File: src/rtl/ag_pkg.sv
// Shared definitions for the sensor logger: trend codes and the debouncer reset level.
package ag_pkg;

    localparam logic [1:0] TREND_FLAT = 2'b00;
    localparam logic [1:0] TREND_UP   = 2'b01;
    localparam logic [1:0] TREND_DOWN = 2'b10;
    localparam logic [1:0] TREND_NONE = 2'b11;

    // Mid-scale code for a w-bit sample, used as the neutral power-up value.
    function automatic int unsigned mid_value(input int unsigned w);
        return 32'd1 << (w - 1);
    endfunction

endpackage

File: src/rtl/ag_debounce.sv
// Per-channel debouncer: the output follows the input only after it has held
// the same code for FILT_CNT+2 consecutive enabled clocks.
module ag_debounce
    import ag_pkg::*;
#(
    parameter int W        = 2,
    parameter int FILT_CNT = 100000
) (
    input  logic         clk,
    input  logic         rst_n,
    input  logic         i_ena,
    input  logic [W-1:0] i_in,
    output logic [W-1:0] o_filt
);
    localparam int             CW      = $clog2(FILT_CNT + 1);
    localparam logic [W-1:0]   MID     = W'(mid_value(W));
    localparam logic [CW-1:0]  CNT_MAX = CW'(FILT_CNT);

    logic [W-1:0]  r_prev;
    logic [W-1:0]  r_filt;
    logic [CW-1:0] r_cnt;

    always_ff @(posedge clk or negedge rst_n) begin
        if (!rst_n) begin
            r_prev <= MID;
            r_filt <= MID;
            r_cnt  <= '0;
        end else if (i_ena) begin
            if (i_in != r_prev) begin
                r_prev <= i_in;
                r_cnt  <= '0;
            end else if (r_cnt != CNT_MAX) begin
                r_cnt <= r_cnt + 1'b1;
            end else begin
                r_filt <= i_in;
            end
        end
    end

    assign o_filt = r_filt;

endmodule

File: src/rtl/ag_sensor_logger.sv
// Debounced multi-channel sensor logger: periodic snapshots into a ring buffer
// with overwrite-on-full, per-channel min/max statistics and trend codes.
module ag_sensor_logger
    import ag_pkg::*;
#(
    parameter int N_CH         = 4,
    parameter int W            = 2,
    parameter int FILT_CNT     = 100000,
    parameter int LOG_INTERVAL = 2500000,
    parameter int DEPTH        = 8
) (
    input  logic                   clk,
    input  logic                   rst_n,
    input  logic                   ena,
    input  logic [N_CH*W-1:0]      sens_in,
    input  logic                   clear,
    output logic [N_CH*W-1:0]      filt_out,
    output logic                   log_tick,
    input  logic                   rd_req,
    output logic                   rd_valid,
    output logic [N_CH*W-1:0]      rd_data,
    output logic [$clog2(DEPTH):0] count,
    output logic                   ovf,
    output logic [N_CH*W-1:0]      min_out,
    output logic [N_CH*W-1:0]      max_out,
    output logic [2*N_CH-1:0]      trend_out
);
    localparam int            VW     = N_CH * W;
    localparam int            AW     = $clog2(DEPTH);
    localparam int            CW     = AW + 1;
    localparam int            TW     = $clog2(LOG_INTERVAL);
    localparam logic [TW-1:0] T_LAST = TW'(LOG_INTERVAL - 1);
    localparam logic [CW-1:0] FULL   = CW'(DEPTH);

    logic [TW-1:0]     r_timer;
    logic [AW-1:0]     r_wptr;
    logic [AW-1:0]     r_rptr;
    logic [CW-1:0]     r_count;
    logic              r_ovf;
    logic              r_stat_valid;
    logic              r_rd_valid_p1;
    logic [VW-1:0]     r_rd_data_p1;
    logic [VW-1:0]     r_min;
    logic [VW-1:0]     r_max;
    logic [VW-1:0]     r_last;
    logic [2*N_CH-1:0] r_trend;
    logic [VW-1:0]     r_mem [DEPTH];
    logic              w_pop;
    logic              w_full;

    for (genvar k = 0; k < N_CH; k++) begin : g_ch
        ag_debounce #(.W(W), .FILT_CNT(FILT_CNT)) u_deb (
            .clk    (clk),
            .rst_n  (rst_n),
            .i_ena  (ena),
            .i_in   (sens_in[k*W +: W]),
            .o_filt (filt_out[k*W +: W])
        );
    end

    always_ff @(posedge clk or negedge rst_n) begin
        if (!rst_n)
            r_timer <= '0;
        else if (ena)
            r_timer <= (r_timer == T_LAST) ? '0 : r_timer + 1'b1;
    end

    assign log_tick = ena && (r_timer == T_LAST);
    assign w_pop    = rd_req && (r_count != '0);
    assign w_full   = (r_count == FULL);

    // Control: pointers, occupancy, flags and trend codes.
    always_ff @(posedge clk or negedge rst_n) begin
        if (!rst_n) begin
            r_wptr        <= '0;
            r_rptr        <= '0;
            r_count       <= '0;
            r_ovf         <= 1'b0;
            r_stat_valid  <= 1'b0;
            r_rd_valid_p1 <= 1'b0;
            r_rd_data_p1  <= '0;
            r_trend       <= {N_CH{TREND_NONE}};
        end else begin
            r_rd_valid_p1 <= 1'b0;
            if (clear) begin
                r_wptr       <= '0;
                r_rptr       <= '0;
                r_count      <= '0;
                r_ovf        <= 1'b0;
                r_stat_valid <= 1'b0;
                r_trend      <= {N_CH{TREND_NONE}};
            end else begin
                if (w_pop) begin
                    r_rd_valid_p1 <= 1'b1;
                    r_rd_data_p1  <= r_mem[r_rptr];
                end
                // A log into a full buffer with no pop evicts the oldest entry.
                if (w_pop || (log_tick && w_full))
                    r_rptr <= r_rptr + 1'b1;
                if (log_tick && !w_pop && !w_full)
                    r_count <= r_count + 1'b1;
                else if (w_pop && !log_tick)
                    r_count <= r_count - 1'b1;
                if (log_tick && w_full && !w_pop)
                    r_ovf <= 1'b1;
                if (log_tick) begin
                    r_wptr       <= r_wptr + 1'b1;
                    r_stat_valid <= 1'b1;
                    for (int c = 0; c < N_CH; c++) begin
                        if (!r_stat_valid)
                            r_trend[2*c +: 2] <= TREND_NONE;
                        else if (filt_out[c*W +: W] > r_last[c*W +: W])
                            r_trend[2*c +: 2] <= TREND_UP;
                        else if (filt_out[c*W +: W] < r_last[c*W +: W])
                            r_trend[2*c +: 2] <= TREND_DOWN;
                        else
                            r_trend[2*c +: 2] <= TREND_FLAT;
                    end
                end
            end
        end
    end

    // Data: buffer storage and statistics, qualified by r_stat_valid.
    always_ff @(posedge clk) begin
        if (log_tick && !clear) begin
            r_mem[r_wptr] <= filt_out;
            r_last        <= filt_out;
            for (int c = 0; c < N_CH; c++) begin
                if (!r_stat_valid || (filt_out[c*W +: W] < r_min[c*W +: W]))
                    r_min[c*W +: W] <= filt_out[c*W +: W];
                if (!r_stat_valid || (filt_out[c*W +: W] > r_max[c*W +: W]))
                    r_max[c*W +: W] <= filt_out[c*W +: W];
            end
        end
    end

    assign rd_valid  = r_rd_valid_p1;
    assign rd_data   = r_rd_data_p1;
    assign count     = r_count;
    assign ovf       = r_ovf;
    assign trend_out = r_trend;
    assign min_out   = r_stat_valid ? r_min : '0;
    assign max_out   = r_stat_valid ? r_max : '0;

endmodule

File: config.mk
export PLATFORM = sky130hd
export DESIGN_NAME = ag_sensor_logger
export DESIGN_NICKNAME = d
export VERILOG_FILES = /design/src/rtl/ag_pkg.sv /design/src/rtl/ag_debounce.sv /design/src/rtl/ag_sensor_logger.sv
export SDC_FILE = /design/constraint.sdc
export NUM_CORES = 1
export LEC_CHECK = 0
export ABC_AREA = 1
export ABC_CLOCK_PERIOD_IN_PS = 7130
export BUFFER_PORTS_ARGS = -buffer_cell sky130_fd_sc_hd__buf_2
export CAP_MARGIN = 20
export CORE_ASPECT_RATIO = 1.2
export CORE_MARGIN = 2
export CORE_UTILIZATION = 50
export CTS_CLUSTER_DIAMETER = 200
export CTS_CLUSTER_SIZE = 20
export DETAILED_ROUTE_END_ITERATION = 12
export GPL_ROUTABILITY_DRIVEN = 0
export PLACE_DENSITY = 0.67
export SLEW_MARGIN = 0
export SYNTH_ARGS = -nofsm -noshare
export SYNTH_HDL_FRONTEND = slang
export SYNTH_SLANG_ARGS = --single-unit
File: constraint.sdc
create_clock -name clk -period 7.13 [get_ports clk]
set_input_delay 0.3565 -clock clk [delete_from_list [all_inputs] [get_ports clk]]
set_output_delay 0.3565 -clock clk [all_outputs]
set_load 0.03 [all_outputs]
==> qor.csv, run 1 <==
stage,metric,value,unit
pwr,vdd_drop_max,0.1060,mV
clock_tree,cts_root_buffer,clkbuf_16,
final_layout,drive_gt1_frac,0.09675,
worst_setup_path,cpMostUsedCell,nand2_1,
timing,finClkSkew,0.02834,ns
grt,grt_max_degree,73,
floorplanning,core-area,23280,um^2
clock_tree,cts_buffers,15,
floorplanning,io_pins,60,
clock_tree,ctsHoldBuffers,1,
timing,min_period,2.917,ns
timing,fmaxAchievable,0.3428,GHz
clock_tree,path_clk_slew,0.09,ns
drt,drc,0,
pwr,p_leak,5.724,nW
clock_tree,cts.htree.levels,1,
grt,track_usage,0.2115,
timing,tns,0,ns
timing,rsz0062_at_grt,false,
timing,worstMarginPinSlew,1.057,ns
logic_synthesis,synthFlopType,dfrtp_1,
placed_design,pre_cts_ws,3.790,ns
timing,slew_violations,0,
floorplanning,row_count,61,
final_layout,area_growth,8.314,%
worst_setup_path,path_cells,"ha_1, inv_1, nor2_1, nand2_1, nor2_2, nand3_4, nor2_8, nand2_1, nor3_1",
logic_synthesis,syn_nets,1471,
timing,relSlewSlack,0.2897,
final_layout,layoutNonFillerInstCount,1794,
worst_setup_path,worstSetupStartpointType,flop,
placed_design,hpwl,18370,um
logic_synthesis,synth_top_area_share,0.2495,
worst_setup_path,required,7.24,ns
clock_tree,insertion_delay,0.48,ns
worst_setup_path,critPathMaxStageDelay,0.83,ns
logic_synthesis,yosys_register_bits,223,
placed_design,numPortBuffers,59,
worst_setup_path,crit_path_top_delay_cell,nor3_1,
timing,period_share,0.4091,
timing,final-setup-viol-count,0,
drt,wl,26050,um
clock_tree,clock_sinks,223,
logic_synthesis,yosysMostFrequentCell,nand2_1,
logic_synthesis,synthTopCellsByArea,"dfrtp_1 (25%), edfxtp_1 (22%), nand2_1 (11%)",
logic_synthesis,yosysTopAreaCell,dfrtp_1,
placed_design,placedCellCount,1762,
clock_tree,post_cts_buffers,0,
run,drv_cap,0,
worst_setup_path,critPathTopFamily,simple AND/OR/NAND/NOR gates,
final_layout,nFillCells,2163,
logic_synthesis,yosysWarningCount,0,
logic_synthesis,syn_avg_cell_area,8.381,um^2
worst_setup_path,crit_type,flop to flop,
final_layout,regArea,6041,um^2
worst_setup_path,critPathArrivalTime,3.02,ns
worst_setup_path,path_max_fanout,18,
floorplanning,initial_core_util,0.5127,
floorplanning,dieArea,25120,um^2
logic_synthesis,synthArstFlopShare,0.6054,
clock_tree,ctsResizeCount,0,
timing,hold_viol_final,0,
drt,firstDrtPassIters,5,
worst_setup_path,r2r_setup_slack,4.21,ns
floorplanning,fp.dieW,145.0,um
drt,vias,9370,
clock_tree,cts_tree,done,
pwr,power_density,186.9,nW/um^2
grt,grt.overflow.total,0,
logic_synthesis,synth_cell_types,43,
floorplanning,die_h,173.2,um
clock_tree,clk_path_buf_depth,3,
logic_synthesis,synth_cells,1424,
worst_setup_path,cp-end-kind,flop,
drt,avgViaCountPerCell,5.223,
grt,grt_pass1_wl,44170,um
status,status,"complete, no violations",
hold_path,worst_hold_path_type,primary input to flop,
timing,finalWorstSetupSlack,4.213,ns
grt,grt_pass1_vias,8969,
final_layout,nets,1518,
drt,drt_iter0_drc,647,
logic_synthesis,synth_area,11930,um^2
drt,wl_per_cell,14.52,um
pwr,total_power,2.416,mW
worst_setup_path,cp.buffers_inverters,1,
grt,grt_antenna_before_repair,1,
logic_synthesis,yosysSeqAreaShare,0.5062,
final_layout,multi_input_area,5076,um^2
drt,antenna_left,0,
logic_synthesis,synthTopCellsByCount,"nand2_1 (345), nor2_1 (182), inv_1 (158)",
logic_synthesis,synth_enable_flop_cells,88,
-- cells by family (layout without fill, tap and decap cells) --
family	after synthesis	count (layout)	synth area share
other	0	1	0
DFF	223	223	0.5062
and+or+nand+nor	743	743	0.2705
AOI/OAI and AO/OA	170	170	0.08262
xor gates and xnor gates	49	49	0.03596
adders and majority gates	34	34	0.03628
buffers and inverters	205	259	0.06846
-- per-stage QoR --
step	cell area [um^2]	hold slack, ns	utilization
after floorplan	11930	0.06091	-
after global placement	12450	0.3881	0.5350
after detailed placement	12450	0.3856	0.5350
after CTS	12890	0.07940	0.5537
after global routing	12930	0.1025	0.5553
final	12930	0.09519	0.5553
-- layout make-up --
cell class                 instances  share of cell area
timing repair buffer              67             0.02739
inverter                         168             0.04898
antenna                            1           0.0001936
multi-input combinational        996              0.3927
tap                              315             0.03049
clock buffer                      23             0.03136
clock inverter                     1            0.001549
sequential                       223              0.4673
-- report_power, final --
part,leakage (nW),internal [mW],total [mW],switching [mW]
registers,2.55,1.36,1.39,0.0359
clock network,0.204,0.402,0.845,0.443
logic,2.97,0.0497,0.176,0.126
total,5.72,1.81,2.42,0.606
-- layer usage --
metal | GRT usage | part of all wire | vias to the layer above | routed length (um)
met3 | 0.02368 | 0.041 | 30 | 1080
li1 | - | - | 4741 | -
met2 | 0.3770 | 0.51 | 193 | 13170
met4 | 0.05569 | 0.021 | 0 | 560
met1 | 0.2752 | 0.43 | 4406 | 11240
met5 | 0 | 0 | - | 0
-- flip-flops by register name, summed over array words and instances, names as in the netlist --
register and count:
r_timer 22, g_ch.u_deb.o_filt 8, g_ch.u_deb.r_cnt 68, r_mem 64
rd_valid 1, g_ch.u_deb.r_prev 8, r_rptr 3, rd_data 8
r_stat_valid 1, count 4, r_last 8, trend_out 8
ovf 1, r_wptr 3, r_min 8, r_max 8
-- worst reg2reg max path, stage by stage, from the launching register on --
cell and delay [ns]:
dfrtp_1 0.38, ha_1 0.24, inv_1 0.06, nor2_1 0.08
nand2_1 0.07, nor2_2 0.15, nand3_4 0.26, nor2_8 0.31
nand2_1 0.18, nor3_1 0.83
-- worst paths after layout --
kind / start / end / cells after the start
worst min-delay path: sens_in[7] / g_ch[3].u_deb.r_prev[1] / 3
max in group asynchronous: rst_n / g_ch[0].u_deb.r_cnt[5] / 3
worst max register to register: r_timer[0] / r_mem[0][4] / 9
min in group asynchronous: rst_n / r_timer[14] / 2
worst max-delay path: r_timer[0] / r_mem[0][4] / 9
worst min register to register: g_ch[2].u_deb.r_prev[1] / g_ch[2].u_deb.r_prev[1] / 2
-- cell usage in the layout, fill, tap and decap left out, types with 4 or more instances in the layout --
master and n:
nor2_2 9, a21oi_2 8, xor2_1 44, o21bai_1 13, xnor2_1 5, edfxtp_1 88
inv_2 7, dfstp_2 16, nor3_1 41, dfrtp_1 119, nand2_1 345, nor2_1 182
clkbuf_1 8, inv_1 158, o21ai_1 11, o211ai_1 16, nand3_1 106, buf_2 62
nand4_1 34, nand2_2 4, a21oi_1 17, o21ai_0 100, clkbuf_16 15, nand3b_1 6
ha_1 33
Note: power is estimated with default switching activity, not from simulation.
==> inputs of run 2 (changes only) <==
--- a/config.mk
+++ b/config.mk
@@ -6,7 +6,7 @@
 export NUM_CORES = 1
 export LEC_CHECK = 0
 export ABC_AREA = 1
-export ABC_CLOCK_PERIOD_IN_PS = 7130
+export ABC_CLOCK_PERIOD_IN_PS = 2500
 export BUFFER_PORTS_ARGS = -buffer_cell sky130_fd_sc_hd__buf_2
 export CAP_MARGIN = 20
 export CORE_ASPECT_RATIO = 1.2
@@ -16,7 +16,7 @@
 export CTS_CLUSTER_SIZE = 20
 export DETAILED_ROUTE_END_ITERATION = 12
 export GPL_ROUTABILITY_DRIVEN = 0
-export PLACE_DENSITY = 0.67
+export PLACE_DENSITY = 0.7
 export SLEW_MARGIN = 0
 export SYNTH_ARGS = -nofsm -noshare
 export SYNTH_HDL_FRONTEND = slang
==> constraint.sdc (replaced) <==
create_clock -name clk -period 2.5 [get_ports clk]
set_input_delay 0.125 -clock clk [delete_from_list [all_inputs] [get_ports clk]]
set_output_delay 0.125 -clock clk [all_outputs]
set_load 0.03 [all_outputs]
==> qor.csv, run 2 (synthesis results as in run 1) <==
stage,metric,value,unit
drt,firstDrtPassIters,5,
final_layout,regMostFlops,g_ch.u_deb.r_cnt,
grt,track_usage,0.2091,
floorplanning,initial_core_util,0.5127,
clock_tree,insertion_delay,0.49,ns
worst_setup_path,r2r-end,count[3],
worst_setup_path,required,2.38,ns
drt,drc,0,
final_layout,reg_top3,"g_ch.u_deb.r_cnt: 68 flops, r_mem: 64 flops, r_timer: 22 flops",
final_layout,nets,1554,
pwr,power_density,521.4,nW/um^2
timing,fmaxAchievable,0.4366,GHz
final_layout,n_antenna_cell,0,
drt,drt_iter0_drc,568,
hold_path,holdPathStages,2,
clock_tree,cts_root_buffer,clkbuf_16,
timing,period_share,0.9163,
floorplanning,io_pins,60,
floorplanning,row_count,61,
timing,hold_viol_final,0,
hold_path,hold_end,r_stat_valid,
drt,antenna_left,0,
final_layout,area_growth,11.26,%
drt,wl_per_cell,14.18,um
floorplanning,dieArea,25120,um^2
clock_tree,cts_tree,done,
drt,vias,9517,
status,status,"complete, no violations",
grt,grt_antenna_before_repair,0,
clock_tree,clk_path_buf_depth,3,
final_layout,layoutNonFillerInstCount,1831,
grt,grt_pass1_wl,43990,um
hold_path,min_from,clear,
pwr,p_leak,5.901,nW
final_layout,drive_gt1_frac,0.1161,
timing,worstMarginPinSlew,0.6853,ns
timing,finClkSkew,0.02418,ns
floorplanning,fp.dieW,145.0,um
grt,grt.overflow.total,0,
final_layout,final_util,0.5704,
final_layout,nFillCells,2106,
placed_design,hpwl,18710,um
worst_setup_path,crit_type,flop to primary output,
drt,avgViaCountPerCell,5.198,
timing,tns,0,ns
worst_setup_path,r2r_setup_slack,0.25,ns
worst_setup_path,critPathArrivalTime,2.17,ns
final_layout,largest_reg_flops,68,
pwr,total_power,6.923,mW
placed_design,placedCellCount,1795,
worst_setup_path,worstSetupStartpointType,flop,
pwr,vdd_drop_max,0.3423,mV
timing,final-setup-viol-count,0,
worst_setup_path,r2r_start,r_timer[1],
clock_tree,cts.htree.levels,1,
hold_path,worst_hold_path_type,primary input to flop,
final_layout,final_common_cell,nand2_1,
grt,grt_pass1_vias,9256,
worst_setup_path,path_max_fanout,17,
clock_tree,cts_buffers,15,
drt,wl,25970,um
timing,relSlewSlack,0.5426,
placed_design,numPortBuffers,59,
final_layout,final_cell_mix,"nand2_1 (345), nor2_1 (182), inv_1 (157), dfrtp_1 (119), nand3_1 (105)",
clock_tree,clock_sinks,223,
timing,slew_violations,0,
grt,grt_max_degree,67,
clock_tree,path_clk_slew,0.09,ns
worst_setup_path,cp-end-kind,primary output,
timing,min_period,2.291,ns
floorplanning,core-area,23280,um^2
worst_setup_path,rr_worst_depth,15,
run,drv_cap,0,
floorplanning,die_h,173.2,um
timing,rsz0062_at_grt,false,
==> run 2: cell types whose count changed in the layout (fill, tap and decap cells not counted), sizes merged <==
cell         change
buf             +28
diode            -1
dlygate4sd3      +9
inv              +1
==> run 2: repair_timing <==
item	4_1_cts	5_1_grt
setup buffers	0	0
hold buffers	10	0
resized for setup	0	7
endpoints found under the setup margin	0	4
endpoints found under the hold margin	73	0
==> run 2: how the worst max path moves through the flow <==
stage,start,end,slack [ns],depth (start not counted)
finish,r_timer[1],log_tick,0.21,9
floorplan,r_timer[0],r_mem[0][0],0.14,9
detailed placement,r_timer[1],count[3],0.18,15
global placement,r_timer[0],count[3],0.24,15
global route,r_timer[0],count[3],0.02,15
CTS,r_timer[0],log_tick,0.08,9
==> run 2: per-stage QoR <==
stage / hold slack, ns / worst slack (ns) / cell area, um^2
floorplan: -0.1706 / 0.1390 / 11930
global placement: 0.1621 / 0.2395 / 12710
detailed placement: 0.1640 / 0.1823 / 12710
CTS: 0.05071 / 0.08241 / 13250
global route: 0.07062 / 0.01993 / 13280
finish: 0.06698 / 0.2093 / 13280
==> run 2: layout make-up <==
cell class / count / area [um^2] / share of cell area
clock buffers: 24 / 409.1 / 0.03081
clock inverters: 2 / 28.78 / 0.002167
inverters: 168 / 633.1 / 0.04768
multi-input cells: 996 / 5100 / 0.3841
flip-flops and latches: 223 / 6041 / 0.4550
well taps: 315 / 394.1 / 0.02968
repair buffers: 103 / 671.9 / 0.05060
==> run 2: worst max-delay path: stages, from the launching register on <==
cell	delay (ns)
dfrtp_1	0.38
ha_2	0.23
inv_1	0.05
nor2_1	0.09
nand2_1	0.07
nor2_2	0.14
nand3_4	0.12
buf_4	0.25
inv_2	0.13
clkbuf_4	0.20
==> run 2: power by group <==
group | internal [mW] | leakage (nW) | switching [mW]
Combinational | 0.173 | 3.14 | 0.380
Clock | 1.16 | 0.210 | 1.24
Sequential | 3.87 | 2.55 | 0.0983
==> run 2: per-layer routing <==
metal  share of wire  track usage  wire length (um)
met5               0            0                 0
met4           0.023      0.06683               602
met3           0.044      0.02684              1142
met2            0.51       0.3768             13150
met1            0.43       0.2613             11070
==> inputs of run 3 (changes only) <==
--- a/config.mk
+++ b/config.mk
@@ -9,7 +9,7 @@
 export ABC_CLOCK_PERIOD_IN_PS = 2500
 export BUFFER_PORTS_ARGS = -buffer_cell sky130_fd_sc_hd__buf_2
 export CAP_MARGIN = 20
-export CORE_ASPECT_RATIO = 1.2
+export CORE_ASPECT_RATIO = 1.75
 export CORE_MARGIN = 2
 export CORE_UTILIZATION = 50
 export CTS_CLUSTER_DIAMETER = 200
==> qor.csv, run 3 (synthesis results as in run 1) <==
stage,metric,value,unit
clock_tree,cts_tree,done,
drt,vias,9639,
clock_tree,cts.htree.levels,1,
hold_path,worst_hold_path_type,primary input to flop,
status,status,"complete, no violations",
drt,avgViaCountPerCell,5.285,
worst_setup_path,rr_worst_depth,15,
drt,antenna_left,0,
drt,drt_iter0_drc,529,
timing,slew_violations,0,
worst_setup_path,worstSetupStartpointType,flop,
final_layout,final_util,0.5659,
worst_setup_path,critPathArrivalTime,2.24,ns
drt,wl,27600,um
grt,grt_pass1_wl,46400,um
placed_design,hpwl,20280,um
timing,relSlewSlack,0.5573,
pwr,total_power,6.927,mW
worst_setup_path,crit_path_top_delay_cell,dfrtp_1,
worst_setup_path,path_cells,"ha_1, inv_1, nor2_1, nand2_1, nor2_2, nand3_4, buf_4, inv_1, buf_2",
placed_design,numPortBuffers,59,
floorplanning,dieArea,25170,um^2
floorplanning,initial_core_util,0.5095,
timing,period_share,0.9478,
worst_setup_path,cpMostUsedCell,inv_1,
hold_path,holdPathStages,3,
timing,tns,0,ns
clock_tree,cts_buffers,15,
drt,wl_per_cell,15.13,um
clock_tree,insertion_delay,0.47,ns
clock_tree,cts_root_buffer,clkbuf_16,
grt,grt_antenna_before_repair,0,
worst_setup_path,cp_num_cells,9,
worst_setup_path,cp.buffers_inverters,4,
timing,min_period,2.369,ns
final_layout,largest_reg_flops,68,
run,drv_cap,0,
final_layout,regMostFlops,g_ch.u_deb.r_cnt,
final_layout,area_growth,11.08,%
timing,hold_viol_final,0,
hold_path,min_from,ena,
worst_setup_path,r2r_start,r_timer[1],
worst_setup_path,path_max_fanout,17,
timing,worstMarginPinSlew,0.6641,ns
floorplanning,core-area,23430,um^2
timing,finClkSkew,0.01704,ns
clock_tree,post_cts_buffers,0,
final_layout,n_antenna_cell,0,
timing,rsz0062_at_grt,false,
pwr,vdd_drop_max,0.3216,mV
drt,firstDrtPassIters,5,
worst_setup_path,critPathTopFamily,buffers and inverters,
pwr,p_leak,5.923,nW
final_layout,nets,1559,
timing,whs,0.05283,ns
grt,grt_max_degree,68,
worst_setup_path,critPathMaxStageDelay,0.39,ns
pwr,power_density,522.5,nW/um^2
final_layout,final_area,13260,um^2
final_layout,drive_gt1_frac,0.1158,
timing,final-setup-viol-count,0,
worst_setup_path,cp-end-kind,primary output,
final_layout,final_common_cell,nand2_1,
final_layout,final_cell_mix,"nand2_1 (345), nor2_1 (182), inv_1 (158), dfrtp_1 (119), nand3_1 (106)",
clock_tree,clock_sinks,223,
floorplanning,die_h,208.4,um
grt,track_usage,0.2249,
floorplanning,io_pins,60,
drt,drc,0,
floorplanning,fp.dieW,120.8,um
final_layout,reg_top3,"g_ch.u_deb.r_cnt: 68 flops, r_mem: 64 flops, r_timer: 22 flops",
timing,fmaxAchievable,0.4220,GHz
grt,grt.overflow.total,0,
grt,grt_pass1_vias,9742,
worst_setup_path,setup.worst_path.start,r_timer[1],
floorplanning,row_count,74,
worst_setup_path,required,2.38,ns
clock_tree,clk_path_buf_depth,3,
worst_setup_path,crit_type,flop to primary output,
clock_tree,path_clk_slew,0.09,ns
placed_design,place_area,12730,um^2
[run 3: area by class of cell]
type                            count  area, um^2
Fill cell                        2124       10170
Sequential cell                   223        6041
Multi-Input combinational cell    996        5081
Timing Repair Buffer              108       691.9
Inverter                          168       633.1
Clock buffer                       24       409.1
Tap cell                          304       380.4
Clock inverter                      1       20.02
[run 3: through the flow]
step	instances	setup WS [ns]
6_report	1824	0.1305
5_1_grt	1824	0.003849
4_1_cts	1824	0.1077
3_5_place_dp	1790	0.2495
3_3_place_gp	1790	0.3309
2_1_floorplan	1424	0.1390
[run 3: timing repair]
item / in CTS / in global routing
hold buffers: 9 / 0
endpoints found under the hold margin: 74 / 0
endpoints found under the setup margin: 0 / 3
gates resized for setup: 0 / 1
[run 3: worst paths after layout]
check | to | slack, ns
max in group asynchronous | g_ch[2].u_deb.r_prev[1] | 1.51
min | g_ch[1].u_deb.r_prev[1] | 0.05
max reg2reg | count[3] | 0.28
min reg2reg | g_ch[2].u_deb.r_prev[1] | 0.47
min in group asynchronous | count[0] | 0.20
max | log_tick | 0.13
[run 3: tightest hold or removal path, cell delays in order]
cell,delay (ns)
buf_2,0.14
buf_4,0.16
o21ai_0,0.09
[run 3: routing by layer]
| layer | up-vias | share of wire | GRT usage | routed length (um) |
|---|---|---|---|---|
| met1 | 4553 | 0.39 | 0.2469 | 10650 |
| met5 | - | 0 | 0 | 0 |
| li1 | 4820 | - | - | - |
| met2 | 203 | 0.55 | 0.4378 | 15180 |
| met4 | 0 | 0.031 | 0.07658 | 846 |
| met3 | 63 | 0.033 | 0.02385 | 921 |
[run 3: report_power, final]
part	total [mW]	switching [mW]	internal [mW]
clock	2.39	1.24	1.15
combinational	0.557	0.386	0.171
sequential	3.98	0.104	3.87
